--- src/rtl/fetch_unit_pkg.sv ---
// Shared CPU definitions: datapath width, PC-select encodings and fetch FSM states.
package fetch_unit_pkg;

  localparam int unsigned XLEN    = 64;
  localparam int unsigned INSTR_W = 32;

  typedef enum logic [1:0] {
    PS_INC     = 2'b00,
    PS_INC_ALT = 2'b01,
    PS_BR      = 2'b10,
    PS_CBR     = 2'b11
  } ps_e;

  typedef enum logic [1:0] {
    ST_REQ,
    ST_WAIT,
    ST_EXEC
  } fetch_state_e;

endpackage

--- src/rtl/fetch_unit_if.sv ---
// Instruction-memory request/response bus between the fetch unit and memory.
interface fetch_unit_if;
  import fetch_unit_pkg::*;

  logic               imem_req;
  logic [XLEN-1:0]    imem_addr;
  logic               imem_ready;
  logic               imem_valid;
  logic [INSTR_W-1:0] imem_data;

  modport master (
    output imem_req,
    output imem_addr,
    input  imem_ready,
    input  imem_valid,
    input  imem_data
  );

  modport slave (
    input  imem_req,
    input  imem_addr,
    output imem_ready,
    output imem_valid,
    output imem_data
  );

endinterface

--- src/rtl/fetch_unit_next_pc.sv ---
// Next-PC selection: sequential, register branch or PC-relative word offset, all modulo 2^64.
module next_pc_logic
  import fetch_unit_pkg::*;
(
  input  logic [XLEN-1:0] pc,
  input  logic [1:0]      ps,
  input  logic [XLEN-1:0] k,
  input  logic [XLEN-1:0] reg_a,
  output logic [XLEN-1:0] pc_plus4,
  output logic [XLEN-1:0] next_pc
);

  localparam logic [XLEN-1:0] FOUR = XLEN'(4);

  logic [XLEN-1:0] k_words;

  assign pc_plus4 = pc + FOUR;
  assign k_words  = {k[XLEN-3:0], 2'b00};

  always_comb begin
    next_pc = pc_plus4;
    case (ps_e'(ps))
      PS_INC, PS_INC_ALT: next_pc = pc_plus4;
      PS_BR:              next_pc = reg_a;
      PS_CBR:             next_pc = pc + k_words;
      default:            next_pc = pc_plus4;
    endcase
  end

endmodule

--- src/rtl/fetch_unit.sv ---
// Fetch unit: request/wait/execute sequencer owning the PC, latched instruction and retire counter.
module fetch_unit
  import fetch_unit_pkg::*;
#(
  parameter logic [XLEN-1:0] RESET_PC = '0,
  parameter int unsigned     COUNT_W  = 32
) (
  input  logic               clock,
  input  logic               reset,
  input  logic [1:0]         ps,
  input  logic [XLEN-1:0]    k,
  input  logic [XLEN-1:0]    reg_a,
  input  logic               ns,
  input  logic               stall,
  fetch_unit_if.master       imem,
  output logic [INSTR_W-1:0] instruction,
  output logic               instr_valid,
  output logic [XLEN-1:0]    pc,
  output logic [XLEN-1:0]    pc_plus4,
  output logic [COUNT_W-1:0] retired
);

  fetch_state_e       state, state_n;
  logic [XLEN-1:0]    pc_n, next_pc;
  logic [INSTR_W-1:0] instr_n;
  logic               second, second_n;
  logic               retire;

  next_pc_logic u_next_pc (
    .pc       (pc),
    .ps       (ps),
    .k        (k),
    .reg_a    (reg_a),
    .pc_plus4 (pc_plus4),
    .next_pc  (next_pc)
  );

  // Request is gated by reset so nothing is issued while the unit is held.
  assign imem.imem_req  = (state == ST_REQ) && !reset;
  assign imem.imem_addr = pc;
  assign instr_valid    = (state == ST_EXEC);

  always_ff @(posedge clock or posedge reset) begin
    if (reset) begin
      state       <= ST_REQ;
      pc          <= RESET_PC;
      instruction <= '0;
      second      <= 1'b0;
      retired     <= '0;
    end else begin
      state       <= state_n;
      pc          <= pc_n;
      instruction <= instr_n;
      second      <= second_n;
      if (retire) retired <= retired + COUNT_W'(1);
    end
  end

  always_comb begin
    state_n  = state;
    pc_n     = pc;
    instr_n  = instruction;
    second_n = second;
    retire   = 1'b0;
    case (state)
      ST_REQ: begin
        if (imem.imem_ready) state_n = ST_WAIT;
      end
      ST_WAIT: begin
        if (imem.imem_valid) begin
          instr_n = imem.imem_data;
          state_n = ST_EXEC;
        end
      end
      ST_EXEC: begin
        // Stall wins over ns; once the second cycle is used, ns is treated as 0.
        if (!stall) begin
          if (ns && !second) begin
            second_n = 1'b1;
          end else begin
            pc_n     = next_pc;
            second_n = 1'b0;
            retire   = 1'b1;
            state_n  = ST_REQ;
          end
        end
      end
      default: state_n = ST_REQ;
    endcase
  end

endmodule

--- src/flat_wrapper.sv ---
// flat-port wrapper written by rule: the top's interface ports become plain ports
module fetch_unit_flat import fetch_unit_pkg::*;
#(
  parameter logic [XLEN-1:0] RESET_PC = '0,
  parameter int unsigned     COUNT_W  = 32
)
  (clock, reset, ps, k, reg_a, ns, stall, instruction, instr_valid, pc, pc_plus4, retired, imem_imem_req, imem_imem_addr, imem_imem_ready, imem_imem_valid, imem_imem_data);
  fetch_unit_if imem_i ();
  input  logic clock;
  input  logic reset;
  input  logic [1:0] ps;
  input  logic [XLEN-1:0] k;
  input  logic [XLEN-1:0] reg_a;
  input  logic ns;
  input  logic stall;
  output logic [INSTR_W-1:0] instruction;
  output logic instr_valid;
  output logic [XLEN-1:0] pc;
  output logic [XLEN-1:0] pc_plus4;
  output logic [COUNT_W-1:0] retired;
  output wire logic [$bits(imem_i.imem_req)-1:0] imem_imem_req;
  output wire logic [$bits(imem_i.imem_addr)-1:0] imem_imem_addr;
  input wire logic [$bits(imem_i.imem_ready)-1:0] imem_imem_ready;
  input wire logic [$bits(imem_i.imem_valid)-1:0] imem_imem_valid;
  input wire logic [$bits(imem_i.imem_data)-1:0] imem_imem_data;
  assign imem_imem_req = imem_i.imem_req;
  assign imem_imem_addr = imem_i.imem_addr;
  assign imem_i.imem_ready = imem_imem_ready;
  assign imem_i.imem_valid = imem_imem_valid;
  assign imem_i.imem_data = imem_imem_data;
  fetch_unit #(.RESET_PC(RESET_PC), .COUNT_W(COUNT_W)) u_core (.clock(clock), .reset(reset), .ps(ps), .k(k), .reg_a(reg_a), .ns(ns), .stall(stall), .imem(imem_i), .instruction(instruction), .instr_valid(instr_valid), .pc(pc), .pc_plus4(pc_plus4), .retired(retired));
endmodule
--- config.mk ---
export PLATFORM = sky130hd
export DESIGN_NAME = fetch_unit_flat
export DESIGN_NICKNAME = d
export VERILOG_FILES = /design/src/rtl/fetch_unit_pkg.sv /design/src/rtl/fetch_unit_if.sv /design/src/rtl/fetch_unit_next_pc.sv /design/src/rtl/fetch_unit.sv /design/src/flat_wrapper.sv
export SDC_FILE = /design/constraint.sdc
export NUM_CORES = 1
export LEC_CHECK = 0
export BUFFER_PORTS_ARGS = -buffer_cell sky130_fd_sc_hd__buf_2
export CAP_MARGIN = 0
export CORE_MARGIN = 2
export CORE_UTILIZATION = 25
export DETAILED_ROUTE_END_ITERATION = 8
export HOLD_SLACK_MARGIN = 0.03
export SYNTH_ARGS = -nofsm -noshare
export SYNTH_HDL_FRONTEND = slang
export SYNTH_SLANG_ARGS = --single-unit
--- constraint.sdc ---
create_clock -name clock -period 5.7 [get_ports clock]
set_clock_uncertainty 0.15 [all_clocks]
set_input_delay 1.14 -clock clock [delete_from_list [all_inputs] [get_ports clock]]
set_output_delay 1.14 -clock clock [all_outputs]
set_load 0.05 [all_outputs]
## After elaboration in Yosys (flattened, before gate mapping)

Cells that the tools add are included.

| operators by class | value |
|---|---|
| add/subtract/negate cells | 3 |
| equal/unequal tests | 9 |
| multiplexer cells | 10 |
| bitwise operators | 2 |
| reduce and logical (&&, ||, !) cells | 11 |

Operators by type and width:

| cell | number |
|---|---|
| case mux 64 bit (3 select lines) | 1 |
| adder 64 x 3 -> 64 bit (second input constant) | 1 |
| adder 64 bit | 1 |
| adder 32 x 1 -> 32 bit (second input constant) | 1 |
| 2-to-1 mux 2 bit | 4 |
| inequality test 2 bit (second input constant) | 4 |
| equality test 2 bit (second input constant) | 3 |
| case mux 2 bit (3 select lines) | 1 |
| equality test 2 x 1 -> 1 bit (second input constant) | 2 |
| zero test 2 bit | 2 |
| 2-to-1 mux 1 bit | 4 |
| AND reduction 2 bit | 2 |
| AND reduction 4 bit | 1 |
| AND reduction 3 bit | 1 |
| logical AND 1 bit | 2 |
| zero test 1 bit | 2 |
| NOT 1 bit | 2 |
| OR reduction 2 bit | 1 |

| word-level totals | value |
|---|---|
| bits in registers | 131 |
| input port bits | 168 |
| output and inout bits | 258 |
| logic and storage cells | 40 |

## Longest topological paths before layout

Gate-level depths: netlist (run 1).

| logic depth | value |
|---|---|
| word-level depth | 5 |
| depth in mapped cells | 11 |
| depth with buffers taken out | 11 |

## Cells and area by module

Synthesis (run 1) repeated with hierarchy kept, for this count alone.

| unflattened totals | value |
|---|---|
| cells, all modules | 1,371 |
| area total of the unflattened synthesis | 11,612.4 sq um |

By module, submodules not included:

| module | times used | cells each | area an instance (sq um) | seq. area each (sq um) |
|---|---|---|---|---|
| next_pc_logic | 1 | 958 | 5,941.9 | 0.0 |
| fetch_unit | 1 | 413 | 5,670.4 | 3,278.1 |

## Worst setup path after synthesis (run 1)

OpenSTA, ideal clock, no wires.

| timing path | value |
|---|---|
| kind | register to output |
| start | register u_core.pc[21] (netlist: u_core.imem.imem_addr[21]) |
| end | output pc_plus4[49] |
| data arrival time | 2,983 ps |
| data required time | 4,410 ps |
| setup slack | 1,427 ps |
| cell stages (with the launch flop) | 8 |
| buffers on the path | 0 |
| cell sequence | dfrtp_1 -> and3_1 -> and4_1 -> nand3_1 -> nor2_1 -> and2_1 -> and3_1 -> xor2_1 |

| on the way | value |
|---|---|
| longest elaborated chain between the ends | 1 |

Ends and longest elaborated chain:

| what | line | text |
|---|---|---|
| from (decl) | fetch_unit.sv:18 | `output logic [XLEN-1:0] pc,` |
| from (signal assigned) | fetch_unit.sv:52 | `pc <= pc_n;` |
| adder 64 x 3 -> 64 bit | fetch_unit_next_pc.sv:17 | `assign pc_plus4 = pc + FOUR;` |
| to (decl) | flat_wrapper.sv:19 | `output logic [XLEN-1:0] pc_plus4;` |

No other way between the ends.

## Worst setup path after layout (run 1)

| timing path | value |
|---|---|
| start | register u_core.pc[15] (netlist: u_core.imem.imem_addr[15]) |
| end | output pc_plus4[49] |

Same word-level chain as after synthesis.

==> results of run 1 <==
[layer usage]
metal	vias to the layer above	part of all wire	global-route usage
met5	-	0.00053	0
met4	4	0.032	0.0826
met3	89	0.086	0.0478
met2	646	0.45	0.317
met1	5994	0.43	0.247
li1	5863	-	-
[worst max-delay path, cell delays in order (launching register included)]
cell	delay [ns]
dfrtp_1	0.55
and3_1	0.30
and2_1	0.37
nand3_1	0.52
nor2_1	0.61
and2_1	0.28
and3_1	0.23
xor2_1	0.17
buf_2	0.29
[cell usage in the layout, fill, tap and decap left out, drive strengths merged, types with 5 or more instances in the layout]
cell type	count
a31oi	13
a41oi	5
a221oi	6
nor3	23
and4	20
ha	63
or4	5
mux2i	18
and3	36
o211ai	6
a211oi	15
o22ai	15
nand2b	5
nand2	143
or3	7
a21oi	118
o21a	12
buf	439
a311oi	5
clkbuf	17
o21ai	87
inv	46
dfrtp	131
nor4	11
nand4	31
nor2	115
a21o	40
nand3	51
a22oi	7
mux2	37
o21bai	15
o31ai	18
o221ai	5
xor2	50
xnor2	84
and2	21
[per-stage QoR]
step / instances / total power [mW] / utilization / hold WS (ns) / worst slack (ns)
floorplan: 1434 / 7.38 / - / 0.291 / 0.912
global placement: 2354 / 8.76 / 0.302 / 0.310 / 0.900
detailed placement: 2354 / 8.81 / 0.302 / 0.314 / 0.868
CTS: 2386 / 9.99 / 0.315 / 0.323 / 0.499
global route: 2386 / 10.5 / 0.315 / 0.328 / 0.360
finish: 2387 / 9.97 / 0.315 / 0.314 / 0.592
[cells by family (layout without fill, tap and decap cells)]
family | after synthesis | in the layout | synth area share
AOI/OAI and AO/OA | 405 | 405 | 0.224
and+or+nand+nor | 483 | 483 | 0.207
xor gates and xnor gates | 134 | 134 | 0.0986
other | 0 | 1 | 0
DFF | 131 | 131 | 0.275
muxes | 55 | 55 | 0.0502
buffers and inverters | 162 | 507 | 0.0767
adders and majority gates | 64 | 64 | 0.0679
[cell type report]
type                       count  area share
multi-input combinational   1141       0.525
sequential                   131       0.223
timing repair buffer         439       0.152
tap                          607      0.0516
clock buffer                  17      0.0289
clock inverter                15      0.0106
inverter                      36     0.00952
antenna                        1    0.000170
[sequential cells by signal, indices dropped and copies added, names as in the netlist]
| register | cells |
|---|---|
| u_core.instruction | 32 |
| u_core.state | 2 |
| u_core.retired | 32 |
| u_core.imem.imem_addr | 64 |
| u_core.second | 1 |
[final timing paths]
check / from / endpoint / slack [ns] / cells after the start
setup / recovery: u_core.imem.imem_addr[15] / pc_plus4[49] / 0.59 / 8
hold / removal: u_core.retired[31] / u_core.retired[31] / 0.31 / 1
setup reg to reg: u_core.imem.imem_addr[2] / u_core.imem.imem_addr[44] / 1.32 / 11
hold reg to reg: u_core.retired[31] / u_core.retired[31] / 0.31 / 1
max in group asynchronous: reset / u_core.imem.imem_addr[35] / 3.45 / 3
min in group asynchronous: reset / u_core.state[0] / 0.65 / 2
[power by group through the flow]
stage / Clock [mW] / Combinational [mW] / Sequential, mW
after floorplan: 0 / 4.48 / 2.90
after global placement: 0 / 6.89 / 1.87
after detailed placement: 0 / 6.92 / 1.89
after CTS: 1.17 / 6.95 / 1.88
after global routing: 1.20 / 7.39 / 1.95
final: 1.13 / 6.97 / 1.87
==> reports/qor.csv, run 1 <==
metric,value,unit
Psw,6.22,mW
global route overflow,0,
1st-iter DRT viols,852,
Pleak,7.03,nW
clk sink count,131,
ranking of synthesized cells by area,"dfrtp_1 28%, ha_1 6.6%, xnor2_1 6.2%",
RSZ-0062 raised after global routing,false,
CP Capture Type,output pin,
status,finished clean,
WL/cell,20.6,um
"Setup violations, final",0,
most common cell in the netlist,nand2_1,
Via Count,12600,
Storage cell area,3280,um2
Clock H-tree levels,4,
sw frac,0.623,
maxcap violations,0,
Synth Register Bits,131,
Routed WL,49.1,mm
Layout area overhead,23.7,%
starting density of the core,0.255,
dpl hpwl,37.6,mm
Setup TNS,0,ns
sequential cell area fraction in the yosys report,0.275,
TritonCTS clock tree,yes,
DRC viols,0,
Most used DFF post-synth,dfrtp_1,
Via-to-Cell Ratio,5.28,
clk_lat worst skew,0.48,ns
Multi-input gate area,7720,um2
TritonRoute pass-1 iters,6,
final hold violation count,0,
"Avg Cell Area, Syn",8.30,um2
core area,46800,um2
yosys warns,0,
Layout fillers,4954,
Slew headroom,0.0579,
io pins,426,
pin count of the biggest net entering global routing,85,
Die W,222,um
Post-synth EDFFs,0,
port bufs,423,
Pwr Density,677,nW/um2
"CTS clk-pin slew, worst paths",0.07,ns
"IR drop worst, VDD",374,uV
gr usage total,0.196,
startpoint types,flop,
asr flop ratio synth,1.00,
Tcrit/Tclk final,0.896,
Synth top area share,0.275,
Die H,222,um
fin crit period,5.11,ns
final cell area excluding filler cells,14700,um2
postcts setup bufs,0,
Worst-Margin Slew,1.41,ns
Unique masters post-synth,94,
Worst Path Max Fanout,9,
CTS buffer count,17,
root buffer cell,clkbuf_16,
Yosys top cell by area,dfrtp_1,
DP Area,14100,um2
Synth Instances,1434,
vias in the first global route,12000,
"Cell Area, Synth",11900,um2
DRT antenna net count,0,
critical path arrival,3.82,ns
first-pass GRT wire length,73.4,mm
CP Data Required Time,4.41,ns
HP Class,reg2reg,
power share of the combinational group,0.699,
syn_nets,1666,
Seq pwr share,0.188,
nets,1998,
fin. max-slew vios,0,
CTS Buffer Depth,2,
initial antenna violation count,3,
Highest Clock Rate,196,MHz
Resize count post-CTS,0,
internal power,3.75,mW
Clock power frac,0.113,
# rows,79,
cts hold-fix bufs,0,
list of most frequent post-synthesis cells,"141 x nand2_1, 131 x dfrtp_1, 115 x a21oi_1, 115 x nor2_1, 84 x xnor2_1",
full die area,49400,um2
Setup CP Type,reg2out,
layout cells sized above 1,0.308,
GPL Wtd Cong,0.914,
Note: power is estimated with default switching activity, not from simulation.
==> run 2, diff against run 1 <==
==> constraint.sdc (replaced) <==
create_clock -name clock -period 5.3 [get_ports clock]
set_clock_uncertainty 0.15 [all_clocks]
set_input_delay 1.06 -clock clock [delete_from_list [all_inputs] [get_ports clock]]
set_output_delay 1.06 -clock clock [all_outputs]
set_load 0.05 [all_outputs]
==> run 2 against run 1 <==
Against the previous run:
- count of clock-buffer cells in the layout stayed put
- global-route usage is 0.12 points higher
- combinational power is 8.0% higher
- die area stayed put
- non-clock buffer count is 3 higher
- core utilization is 0.16 points higher
- via count is 0.35% lower
- hold slack better by 0.0091 ns
- power is 8.9% higher
- final area is 0.50% higher
- register-to-register slack worse by 0.25 ns
- first-iteration DRC count is 9.2% lower
==> reports/qor.csv, run 2 (synthesis gave the netlist of run 1 again) <==
metric,value,unit
status,finished clean,
layout cells sized above 1,0.309,
CP Buf/Inv Count,1,
CP Capture Type,output pin,
slowest cell on the critical path,nor3_1,
Hold EP,u_core.retired[31],
fin crit period,4.74,ns
WL/cell,20.5,um
worst reg2reg path endpoint,u_core.imem.imem_addr[56],
Worst-Margin Slew,1.13,ns
most frequent cells in the layout,"423 x buf_2, 140 x nand2_1, 131 x dfrtp_1",
Pwr Density,734,nW/um2
hold wc startpoint,u_core.retired[31],
register-to-register setup slack,1.07,ns
DRT antenna net count,0,
HP Class,reg2reg,
"CTS clk-pin slew, worst paths",0.07,ns
root buffer cell,clkbuf_16,
Clock power frac,0.123,
Die W,222,um
pin count of the biggest net entering global routing,98,
startpoint types,flop,
DRC viols,0,
max FFs per register,64,
"Setup violations, final",0,
Resize count post-CTS,0,
"IR drop worst, VDD",395,uV
power share of the combinational group,0.694,
TritonCTS clock tree,yes,
dpl hpwl,38.0,mm
CP max stage delay,0.64,ns
vias in the first global route,12300,
maxcap violations,0,
CTS Buffer Depth,2,
R2R depth,11,
Via Count,12600,
# rows,79,
Seq pwr share,0.183,
critical path arrival,3.53,ns
Via-to-Cell Ratio,5.25,
Setup CP Type,reg2out,
starting density of the core,0.255,
worst reg2reg startpoint,u_core.imem.imem_addr[2],
Pleak,7.08,nW
Layout fillers,4975,
core area,46800,um2
Highest Clock Rate,211,MHz
Layout area overhead,24.3,%
Worst Hold Depth,1,
CP Data Required Time,4.09,ns
internal power,4.18,mW
pre-CTS setup slack,0.574,ns
Crit path max-delay family,simple AND/OR/NAND/NOR gates,
clk_lat worst skew,0.48,ns
Worst Path Max Fanout,9,
Slew headroom,0.246,
full die area,49400,um2
Setup TNS,0,ns
final hold violation count,0,
Routed WL,49.0,mm
sw frac,0.615,
Clock H-tree levels,4,
diode count,0,
io pins,426,
1st-iter DRT viols,774,
Die H,222,um
CP most frequent cell,and3_1,
cts hold-fix bufs,0,
GPL Wtd Cong,0.898,
first-pass GRT wire length,74.3,mm
final worst slack,0.563,ns
clk sink count,131,
postcts setup bufs,0,
CP Cell Sequence,"and3_1, and2_1, nand3_1, nor3_1, and3_1, xor2_1, buf_2",
TritonRoute pass-1 iters,5,
fin. max-slew vios,0,
Tcrit/Tclk final,0.894,
global route overflow,0,
Psw,6.68,mW
gr usage total,0.197,
port bufs,423,
"commonest non-fill, non-tap cell in the layout",buf_2,
nets,2001,
CTS buffer count,17,
initial antenna violation count,1,
RSZ-0062 raised after global routing,false,
run 2: layer usage:
metal | part of all wire | global-route usage | up-vias
met5 | 0 | 0 | -
met4 | 0.026 | 0.0721 | 0
met3 | 0.076 | 0.0400 | 71
met2 | 0.46 | 0.320 | 587
met1 | 0.44 | 0.258 | 6045
li1 | - | - | 5849
run 2: cell type report:
class	instances	area, um2	share of cell area
well taps	607	759	0.0513
repair buffers	442	2260	0.153
inverters	36	140	0.00947
clock buffers	17	425	0.0288
clock inverters	15	210	0.0142
flip-flops and latches	131	3280	0.222
multi-input cells	1141	7720	0.522
run 2: metrics by stage:
step | total power [mW] | utilization | area, um2 | std cells | hold WS, ns
global route | 11.5 | 0.316 | 14800 | 2389 | 0.358
detailed placement | 9.48 | 0.303 | 14200 | 2357 | 0.322
floorplan | 7.94 | - | 11900 | 1434 | 0.291
finish | 10.9 | 0.316 | 14800 | 2389 | 0.323
global placement | 9.43 | 0.303 | 14200 | 2357 | 0.309
CTS | 10.9 | 0.316 | 14800 | 2389 | 0.332
run 2: worst max-delay path by stage:
stage / startpoint / end / slack (ns) / depth (start not counted)
3_3_place_gp: k[0] / u_core.imem.imem_addr[44] / 0.60 / 12
2_1_floorplan: reset / u_core.imem.imem_addr[0] / 0.59 / 1
6_report: u_core.imem.imem_addr[15] / pc_plus4[57] / 0.56 / 7
4_1_cts: u_core.imem.imem_addr[15] / pc_plus4[57] / 0.42 / 7
5_1_grt: u_core.imem.imem_addr[15] / pc_plus4[57] / 0.28 / 7
3_5_place_dp: k[0] / u_core.imem.imem_addr[44] / 0.57 / 12
run 2: power by group through the flow:
stage / registers [mW] / logic [mW] / clock network (mW)
floorplan: 3.12 / 4.82 / 0
CTS: 1.99 / 7.51 / 1.38
global placement: 1.98 / 7.45 / 0
detailed placement: 2.00 / 7.48 / 0
global route: 2.07 / 7.98 / 1.40
finish: 1.99 / 7.53 / 1.34
